==> config.mk <==
export PLATFORM = sky130hd
export DESIGN_NAME = regfile_wb_arbiter
export DESIGN_NICKNAME = d
export VERILOG_FILES = /design/src/rtl/regfile_pkg.sv /design/src/rtl/rr_arbiter2.sv /design/src/rtl/regfile_wb_arbiter.sv
export SDC_FILE = /design/constraint.sdc
export NUM_CORES = 1
export LEC_CHECK = 0
export BUFFER_PORTS_ARGS = -buffer_cell sky130_fd_sc_hd__buf_2
export CAP_MARGIN = 20
export CORE_MARGIN = 2
export CORE_UTILIZATION = 43
export CTS_CLUSTER_DIAMETER = 150
export DETAILED_ROUTE_END_ITERATION = 12
export GPL_TIMING_DRIVEN = 0
export PLACE_DENSITY = 0.81
export SLEW_MARGIN = 20
export SYNTH_ARGS = -nofsm -noshare
export SYNTH_HDL_FRONTEND = slang
export SYNTH_SLANG_ARGS = --single-unit
==> constraint.sdc <==
create_clock -name clk -period 1.9 [get_ports clk]
set_input_delay 0.38 -clock clk [delete_from_list [all_inputs] [get_ports clk]]
set_output_delay 0.38 -clock clk [all_outputs]
set_load 0.01 [all_outputs]
==> src/rtl/regfile_pkg.sv <==
// Shared constants and types for the register-file writeback arbiter.
// Optional feature in the top level: WB_BYPASS_EN (in-flight write forwarding).
package regfile_pkg;

  localparam int ADDR_W   = 5;
  localparam int DATA_W   = 64;
  localparam int CNT_W    = 16;
  localparam int REG_ZERO = 0;

  typedef struct packed {
    logic [ADDR_W-1:0] reg_idx;
    logic [DATA_W-1:0] data;
  } wb_req_t;

endpackage

==> src/rtl/rr_arbiter2.sv <==
// Two-requester round-robin arbiter with a one-hot combinational grant.
// The pointer names the requester that wins when both ask in the same cycle.
module rr_arbiter2 (
  input  logic       clk,
  input  logic       rst_n,
  input  logic [1:0] req,
  input  logic       en,
  output logic [1:0] gnt
);

  logic rr_ptr;

  // NOTE: give every always_comb output a default first so no path leaves it unassigned (latch).
  always_comb begin
    gnt = 2'b00;
    if (en) begin
      case (req)
        2'b01:   gnt = 2'b01;
        2'b10:   gnt = 2'b10;
        2'b11:   gnt = rr_ptr ? 2'b10 : 2'b01;
        default: gnt = 2'b00;
      endcase
    end
  end

  // NOTE: sequential state uses non-blocking assignments so every flop samples pre-edge values.
  always_ff @(posedge clk) begin
    if (!rst_n) begin
      rr_ptr <= 1'b0;
    end else if (|gnt) begin
      // Hand priority to whichever requester was not just served.
      rr_ptr <= gnt[0];
    end
  end

endmodule

==> src/rtl/regfile_wb_arbiter.sv <==
// Shares the register file's single write port between the ALU and load writeback paths.
// Define WB_BYPASS_EN to add the in-flight write forwarding compare ports.
module regfile_wb_arbiter
  import regfile_pkg::REG_ZERO;
#(
  parameter int DATA_W = regfile_pkg::DATA_W,
  parameter int ADDR_W = regfile_pkg::ADDR_W,
  parameter int CNT_W  = regfile_pkg::CNT_W
) (
  input  logic              clk,
  input  logic              rst_n,
  input  logic              wb_stall,
  input  logic              req0_valid,
  output logic              req0_ready,
  input  logic [ADDR_W-1:0] req0_reg,
  input  logic [DATA_W-1:0] req0_data,
  input  logic              req1_valid,
  output logic              req1_ready,
  input  logic [ADDR_W-1:0] req1_reg,
  input  logic [DATA_W-1:0] req1_data,
  output logic              regWrite,
  output logic [ADDR_W-1:0] writeReg,
  output logic [DATA_W-1:0] writeData,
  output logic [CNT_W-1:0]  conflict_cnt
`ifdef WB_BYPASS_EN
  ,
  input  logic [ADDR_W-1:0] fwd_reg1,
  input  logic [ADDR_W-1:0] fwd_reg2,
  output logic              fwd_hit1,
  output logic              fwd_hit2,
  output logic [DATA_W-1:0] fwd_data1,
  output logic [DATA_W-1:0] fwd_data2
`endif
);

  logic [1:0]        gnt;
  logic              arb_en;
  logic              accept;
  logic [ADDR_W-1:0] sel_reg;
  logic [DATA_W-1:0] sel_data;
  logic              sel_nonzero;
  logic              conflict;

  // Reset also gates the arbiter so neither ready rises while held in reset.
  assign arb_en = !wb_stall && rst_n;

  rr_arbiter2 u_arb (
    .clk   (clk),
    .rst_n (rst_n),
    .req   ({req1_valid, req0_valid}),
    .en    (arb_en),
    .gnt   (gnt)
  );

  assign req0_ready = gnt[0];
  assign req1_ready = gnt[1];
  assign accept     = |gnt;

  assign sel_reg     = gnt[1] ? req1_reg  : req0_reg;
  assign sel_data    = gnt[1] ? req1_data : req0_data;
  assign sel_nonzero = (sel_reg != ADDR_W'(REG_ZERO));
  assign conflict    = req0_valid && req1_valid && !wb_stall;

  always_ff @(posedge clk) begin
    if (!rst_n) begin
      regWrite     <= 1'b0;
      writeReg     <= '0;
      writeData    <= '0;
      conflict_cnt <= '0;
    end else begin
      // An x0 write is consumed but never reaches the register file.
      regWrite <= accept && sel_nonzero;
      if (accept && sel_nonzero) begin
        writeReg  <= sel_reg;
        writeData <= sel_data;
      end
      if (conflict && (conflict_cnt != {CNT_W{1'b1}})) begin
        conflict_cnt <= conflict_cnt + 1'b1;
      end
    end
  end

`ifdef WB_BYPASS_EN
  assign fwd_hit1  = regWrite && (writeReg == fwd_reg1) && (fwd_reg1 != ADDR_W'(REG_ZERO));
  assign fwd_hit2  = regWrite && (writeReg == fwd_reg2) && (fwd_reg2 != ADDR_W'(REG_ZERO));
  assign fwd_data1 = fwd_hit1 ? writeData : '0;
  assign fwd_data2 = fwd_hit2 ? writeData : '0;
`endif

endmodule

-- Word level (Yosys, flattened, before mapping)
Index checks and enable logic that the tools add are counted.
W data, S select, Z words.
- input port bits: 143
- word-level logic and storage cells: 23
- register bits after elaboration: 87
- muxes and demuxes: 5
- equal/unequal tests: 4
- reductions and logical operators: 8
- $add $sub $neg: 1
- operators with widths (cell ; count):
    $mux W64 ; 1
    $add A16 B1 Y16 const B ; 1
    $ne A16 B16 Y1 const B ; 1
    $pmux W2 S3 ; 1
    $logic_and A1 B1 Y1 ; 5
    $mux W5 ; 1
    $reduce_bool A5 Y1 ; 1
    $eq A2 B2 Y1 const B ; 2
    $mux W2 ; 2
    $eq A2 B1 Y1 const B ; 1
    $reduce_or A2 Y1 ; 1
    $logic_not A1 Y1 ; 1

-- Logic depth before layout (Yosys ltp)
Gate-level depths: netlist of run 1.
- depth after elaboration: 6
- mapped depth: 6
- gate-level depth less buffers: 5

-- Hierarchy
A second synthesis of run 1 with hierarchy kept.
- cells, all modules: 435
- area, all modules: 4292.9 µm²
- modules (own cells, without submodules) (module ; area each (µm²) ; instances ; cells each):
    regfile_wb_arbiter ; 4234.1 ; 1 ; 426
    rr_arbiter2 ; 58.8 ; 1 ; 9

-- Worst setup path before layout of run 1
OpenSTA, ideal clock, no wires.
- path kind: register to register
- from: register conflict_cnt[3]
- to: register conflict_cnt[14]
- path slack: 186 ps
- setup time: 70 ps
- path buffers: 0
- data required time: 1830 ps
- arrival: 1644 ps
- period minus slack after synthesis: 1714 ps
- stages on the path, launching flop included: 5
- path through: dfxtp_1 > nand4_4 > or3_4 > or4_1 > a21oi_1
- longest elaborated chain between the ends: 2
- elaborated cells between the ends (all ways): 3
- classes of those cells: 1 x add/sub; 1 x eq/ne; 1 x reduce/logical
- RTL lines (what ; line ; RTL):
    start: declaration ; regfile_wb_arbiter.sv:24 ; output logic [CNT_W-1:0] conflict_cnt
    start signal: assignment ; regfile_wb_arbiter.sv:78 ; conflict_cnt <= conflict_cnt + 1'b1;
    parallel branches: the longest is 2 deep, another holds $add A16 B1 Y16 ; -- ;
Several ways; the timed one is not identified.
A chain may end at the register's enable or synchronous reset.

-- Final worst setup path of run 1
- from: register conflict_cnt[2]
- to: register conflict_cnt[14]
Same word-level chain as after synthesis.

==> results of run 1 <==
## power by group through the flow
stage	Combinational [µW]	Sequential (µW)	Clock (µW)
detailed placement	627	2060	0
floorplan	228	2110	0
global route	693	2030	1430
CTS	639	2020	1360
global placement	619	2050	0
finish	642	2020	1330
## worst register-to-register path, stage by stage, from the launching register on
cell and delay (ns):
dfxtp_1 0.48, nand4_4 0.20, or3_4 0.46, or4_1 0.48, a21oi_1 0.14
## cells in the mapped netlist, drive strengths merged, types with 5 or more instances
cell,number
clkbuf,16
a221o,64
o31ai,5
nor2,7
nand2,21
dfxtp,87
a21oi,9
and3,64
buf,14
o21ai,5
mux2i,6
nor4,5
nand3,8
nand2b,6
inv,7
## stage by stage
stage	hold WS, ns	cell area, µm²	total power [µW]	setup slack, ns
finish	0.2483	5231	3984	0.07777
global route	0.2374	5231	4158	-0.01327
CTS	0.2356	5202	4012	0.06078
detailed placement	0.4638	4966	2683	-0.2508
global placement	0.4470	4966	2670	-0.2034
floorplan	0.4504	3689	2340	0.1861
## logic make-up after synthesis
family                   Yosys count
adder cells (fa/ha/maj)            1
AO/OA/AOI/OAI                    100
buffers and inverters             37
multiplexers                       6
AND/OR/NAND/NOR                  135
flip-flops                        87
## layout make-up
type / count / area share
multi-input cells: 242 / 0.3447
flip-flops and latches: 87 / 0.3332
repair buffers: 234 / 0.2263
clock buffers: 10 / 0.02631
plain buffers: 30 / 0.02583
well taps: 105 / 0.02511
clock inverters: 6 / 0.01268
inverters: 7 / 0.005979
## state kept, by name, summed over array words and instances, names as in the netlist
| name | count |
|---|---|
| u_arb.rr_ptr | 1 |
| writeReg | 5 |
| conflict_cnt | 16 |
| regWrite | 1 |
| writeData | 64 |
## what timing repair did
item                       4_1_cts  5_1_grt
pin swaps                        1        0
setup endpoints to repair       26       27
buffers inserted                 3        2
hold endpoints to repair         0        0
resized for setup                5        6
## layout by cell type, fill, tap and decap left out, types with 6 or more instances in the layout
cell type	count
clkbuf_8	10
nand2_1	20
dfxtp_1	86
nor2_1	6
nand2b_1	6
a221o_1	64
and3_1	64
nand3_1	7
buf_4	6
clkbuf_1	14
buf_2	242
a21oi_1	9
mux2i_1	6
## worst paths after layout
path,endpoint,cells after the start,slack (ns)
worst max register to register,conflict_cnt[14],4,0.08
worst max-delay path,conflict_cnt[14],4,0.08
worst min register to register,writeReg[3],2,0.47
worst min-delay path,writeData[56],2,0.25
## layer usage
| metal | wire length, µm | part of all wire |
|---|---|---|
| met5 | 0 | 0 |
| met4 | 301 | 0.024 |
| met3 | 1024 | 0.082 |
| met2 | 6112 | 0.49 |
| met1 | 5109 | 0.41 |
==> run metrics, run 1 <==
antenna cell count=0; critical path class=flop to flop; initial standard-cell utilization of the core=0.4467; Die X=96.62 µm; DR iter-0 viols=172; placeable core region=0.008258 mm²; Sum Neg Setup Slack=0 ns; Area contributors post-synth=dfxtp_1 (47%), a221o_1 (17%), and3_1 (11%); Via density=5.656; critical path launch point type=flop; number of nets produced by synthesis=510; Int Power=2932 µW; combinational family with the most area after synthesis=compound AO/OA/AOI/OAI gates; Synth-to-Final Area Change=41.83%; clock sink total=87; predominant post-synthesis flop cell=dfxtp_1; number of global-route vias before repair=3,837; Pwr per Cell Area=761.6 mW/mm²; number of flops mapped to enable cells by yosys=0; first-pass GRT wire length=19,680 µm; Crit-path slowest cell=dfxtp_1; fraction of registers with async set/reset=0; clock root buffer master=clkbuf_8; worst path cell trace=nand4_4, or3_4, or4_1, a21oi_1; final critical path time including I/O delays and setup=1.822 ns; run status=finished, final reports clean; switching power total=1052 µW; # hold bufs at CTS=0; total global-route track usage=0.2554; fraction of layout instances using a drive strength above 1=0.4610; highest clock rate=548.8 MHz; static leakage power=0.002777 µW; Yosys reg bits=87; startpoint of the lowest-slack register-to-register path=conflict_cnt[2]; number of I/O port buffers=229; post-synthesis mux area share=0.01628; Netlist Area Pre-Place=0.003689 mm²; post-synth cell types=44; sequential cell area fraction in the yosys report=0.4722; maximum fanout along the worst path=9; highest ir drop seen on vdd=0.0004964 V; count of buffering cells on the critical path with inverters included=0; area enclosed by the die boundary=0.009334 mm²; average cell area after synthesis=10.08 µm²; Routed Wire Length=12,550 µm; clock buffer depth=2; GR Util met2=0.4375; # Max-Cap Violations=0; share of the synthesized area in the top cell type=0.4722; Most Used Layer, Global Route=met2; Sw Ratio=0.2641; Worst Setup End Kind=flop; clk slew on worst S/H paths=0.10 ns; met3 usage in global routing=0.05925; pin count of the biggest net entering global routing=16; Hold Path Class=input port to flop; Post-Syn Instances=366; Worst Min Path Start=req1_data[56]; largest delay contributor family on the critical path=simple AND/OR/NAND/NOR gates; die height=96.62 µm; level count of the clock H-tree=3; global routing usage on met1=0.3130; CTS tree=built; Req. time, crit path=2.17 ns; count of boundary I/O pins=231; Clk Latency, worst-skew pair=0.35 ns; remaining antenna violation count after routing=0; Sequential Area=0.001743 mm²; number of placed instances, taps included=700; final critical-path share of the clock period=0.9591; area share of and/or/nand/nor cells after synthesis=0.2185; number of max-slew violations in the final report=0; average wire per cell in the routed design=17.40 µm; area used by multi-input combinational logic=0.001803 mm²; GR Overflow Total=0; most area-hungry cell type in the Yosys netlist=dfxtp_1; launch point of the worst path=conflict_cnt[2]; number of clock buffers inserted by TritonCTS=9; Crit path arrival time=2.09 ns; max-slew headroom at the worst pin=0.6643; number of warning messages in the yosys log=0; slowest cell delay on critical path=0.48 ns; final hold violations=0; fraction of the mapped netlist area in compound gates=0.2476; non-filler instance count after layout=721; worst clock skew=0.01321 ns; number of vias in the routed layout=4,078; net count of the finished layout=755; clock power share=0.333; Tightest Pin Transition=0.4908 ns; DP HPWL=9707 µm; fraction of the mapped netlist area in adder cells=0.003392; number of endpoints failing setup at the final stage=0; router iterations before antenna repair=4; number of filler instances in the final layout=727; number of placement rows=33; final weighted congestion in routability-driven placement=0.9344; post-route core utilization=0.6335; post-route DRC violation count=0; number of antenna violations at the first check in global routing=0; combinational power share=0.161; sequential cell fraction of total power=0.506; xor/xnor share of the synthesized area=0
Power figures use the tool's default switching activity.
==> run 2, diff against run 1 <==
Settings changed: CORE_ASPECT_RATIO from default to 0.8, SETUP_SLACK_MARGIN from default to 0.3.
==> run 2 against run 1 <==
Against the previous run:
- non-clock buffer count increased by 24
- clock power shrank 8%
- final area is 9.5% higher
- clock-buffer cell count is 1 higher
- maximum frequency grew 11%
- flip-flop and latch count stayed put
- worst setup slack gained 0.17 ns
- critical path type unchanged
- largest cell class unchanged
==> run metrics, run 2 (synthesized netlist as in run 1, its figures left out) <==
Routed Wire Length=13,720 µm; # Max-Cap Violations=0; clock root buffer master=clkbuf_8; first-pass GRT wire length=19,850 µm; number of global-route vias before repair=3,939; Synth-to-Final Area Change=55.26%; max-slew headroom at the worst pin=0.6565; critical path class=flop to flop; DP Area=0.004994 mm²; GR Overflow Total=0; Clk Latency, worst-skew pair=0.34 ns; post-route DRC violation count=0; clock buffer depth=2; die height=86.84 µm; number of endpoints failing setup at the final stage=0; number of filler instances in the final layout=663; DR iter-0 viols=294; Die X=107.6 µm; cell area after layout=0.005727 mm²; count of cells along the worst hold path=2; Via density=5.700; number of antenna violations at the first check in global routing=0; final weighted congestion in routability-driven placement=0.9166; number of placement rows=30; level count of the clock H-tree=3; antenna cell count=0; setup repair after global routing missed its margin=yes; DP HPWL=9824 µm; slowest cell delay on critical path=0.49 ns; placeable core region=0.008408 mm²; Sum Neg Setup Slack=0 ns; run status=finished, final reports clean; Sequential Area=0.001783 mm²; Crit path arrival time=1.93 ns; final critical path time including I/O delays and setup=1.647 ns; Req. time, crit path=2.18 ns; number of vias in the routed layout=4,292; final critical-path share of the clock period=0.8671; most common cell after layout, fill and taps aside=buf_2; largest registers=writeData x64, conflict_cnt x16, writeReg x5; # hold bufs at CTS=0; worst path cell trace=nand4_4, or3_4, or4_4, a21oi_2; initial standard-cell utilization of the core=0.4387; average wire per cell in the routed design=18.23 µm; remaining antenna violation count after routing=0; clock sink total=87; clk slew on worst S/H paths=0.09 ns; Hold Path Class=input port to flop; commonest cells after routing, fill and taps aside=buf_2 (232), dfxtp_1 (74), and3_1 (64), a221o_1 (64), buf_4 (28); count of boundary I/O pins=231; post-route core utilization=0.6811; Crit-path slowest cell=or4_4; largest reg by FF count=writeData; area enclosed by the die boundary=0.009340 mm²; total global-route track usage=0.2678; final hold violations=0; highest clock rate=607.0 MHz; net count of the finished layout=780; CTS tree=built; worst clock skew=0.008845 ns; number of clock buffers inserted by TritonCTS=9; critical path launch point type=flop; static leakage power=0.003006 µW; router iterations before antenna repair=7; final-layout worst hold slack=0.2535 ns; number of I/O port buffers=229; fraction of layout instances using a drive strength above 1=0.5367; maximum fanout along the worst path=5; Worst Setup End Kind=flop; number of cells traversed by the worst register-to-register path=4; pin count of the biggest net entering global routing=16; Tightest Pin Transition=0.5153 ns; highest ir drop seen on vdd=0.0004164 V; post-route total power=3954 µW; number of max-slew violations in the final report=0; Pwr per Cell Area=690.4 mW/mm²; number of flip-flops in the largest register=64; area used by multi-input combinational logic=0.001923 mm²
-- run 2: cell types whose count changed in the layout (fill, tap and decap cells not counted), sizes merged --
cell      delta
clkinvlp     +2
inv          -1
clkinv       -1
bufinv       -1
nor2         +1
buf         +25
-- run 2: final cells by class --
class | count | share of cell area
inverters | 7 | 0.005899
plain buffers | 30 | 0.04108
repair buffers | 258 | 0.2478
clock inverters | 5 | 0.007210
clock buffers | 11 | 0.02644
multi-input cells | 243 | 0.3358
well taps | 112 | 0.02447
flip-flops and latches | 87 | 0.3113
-- run 2: where the power goes --
part | total (µW) | switching, µW | internal, µW
Combinational | 715 | 335 | 380
Sequential | 2010 | 73.2 | 1940
Clock | 1230 | 673 | 557
-- run 2: worst max-delay path: cells and delay by family (launching register included) --
| kind | cells | cell delay (ns) |
|---|---|---|
| AO/OA/AOI/OAI | 1 | 0.13 |
| flip-flops | 1 | 0.38 |
| AND/OR/NAND/NOR | 3 | 1.07 |
-- run 2: metrics by stage --
stage | cells | setup slack (ns)
finish | 753 | 0.2526
global route | 753 | 0.1968
CTS | 741 | 0.2354
detailed placement | 707 | -0.2394
global placement | 707 | -0.1845
floorplan | 366 | 0.2926
-- run 2: worst paths after layout --
kind	startpoint	to	slack, ns
max reg2reg	conflict_cnt[4]	conflict_cnt[14]	0.25
max	conflict_cnt[4]	conflict_cnt[14]	0.25
min reg2reg	writeReg[3]	writeReg[3]	0.47
min	req1_data[58]	writeData[58]	0.25
-- run 2: repair_timing --
item / CTS / global route
cloned: 0 / 2
endpoints found under the setup margin: 77 / 79
buffers inserted: 18 / 10
pin swaps: 4 / 7
gates resized for setup: 38 / 54
-- run 2: layer usage --
metal | part of all wire | wire length (µm) | GRT usage
met3 | 0.071 | 973 | 0.05789
met4 | 0.0092 | 126 | 0.06061
met2 | 0.51 | 6945 | 0.4677
met1 | 0.41 | 5678 | 0.3408
met5 | 0 | 0 | 0
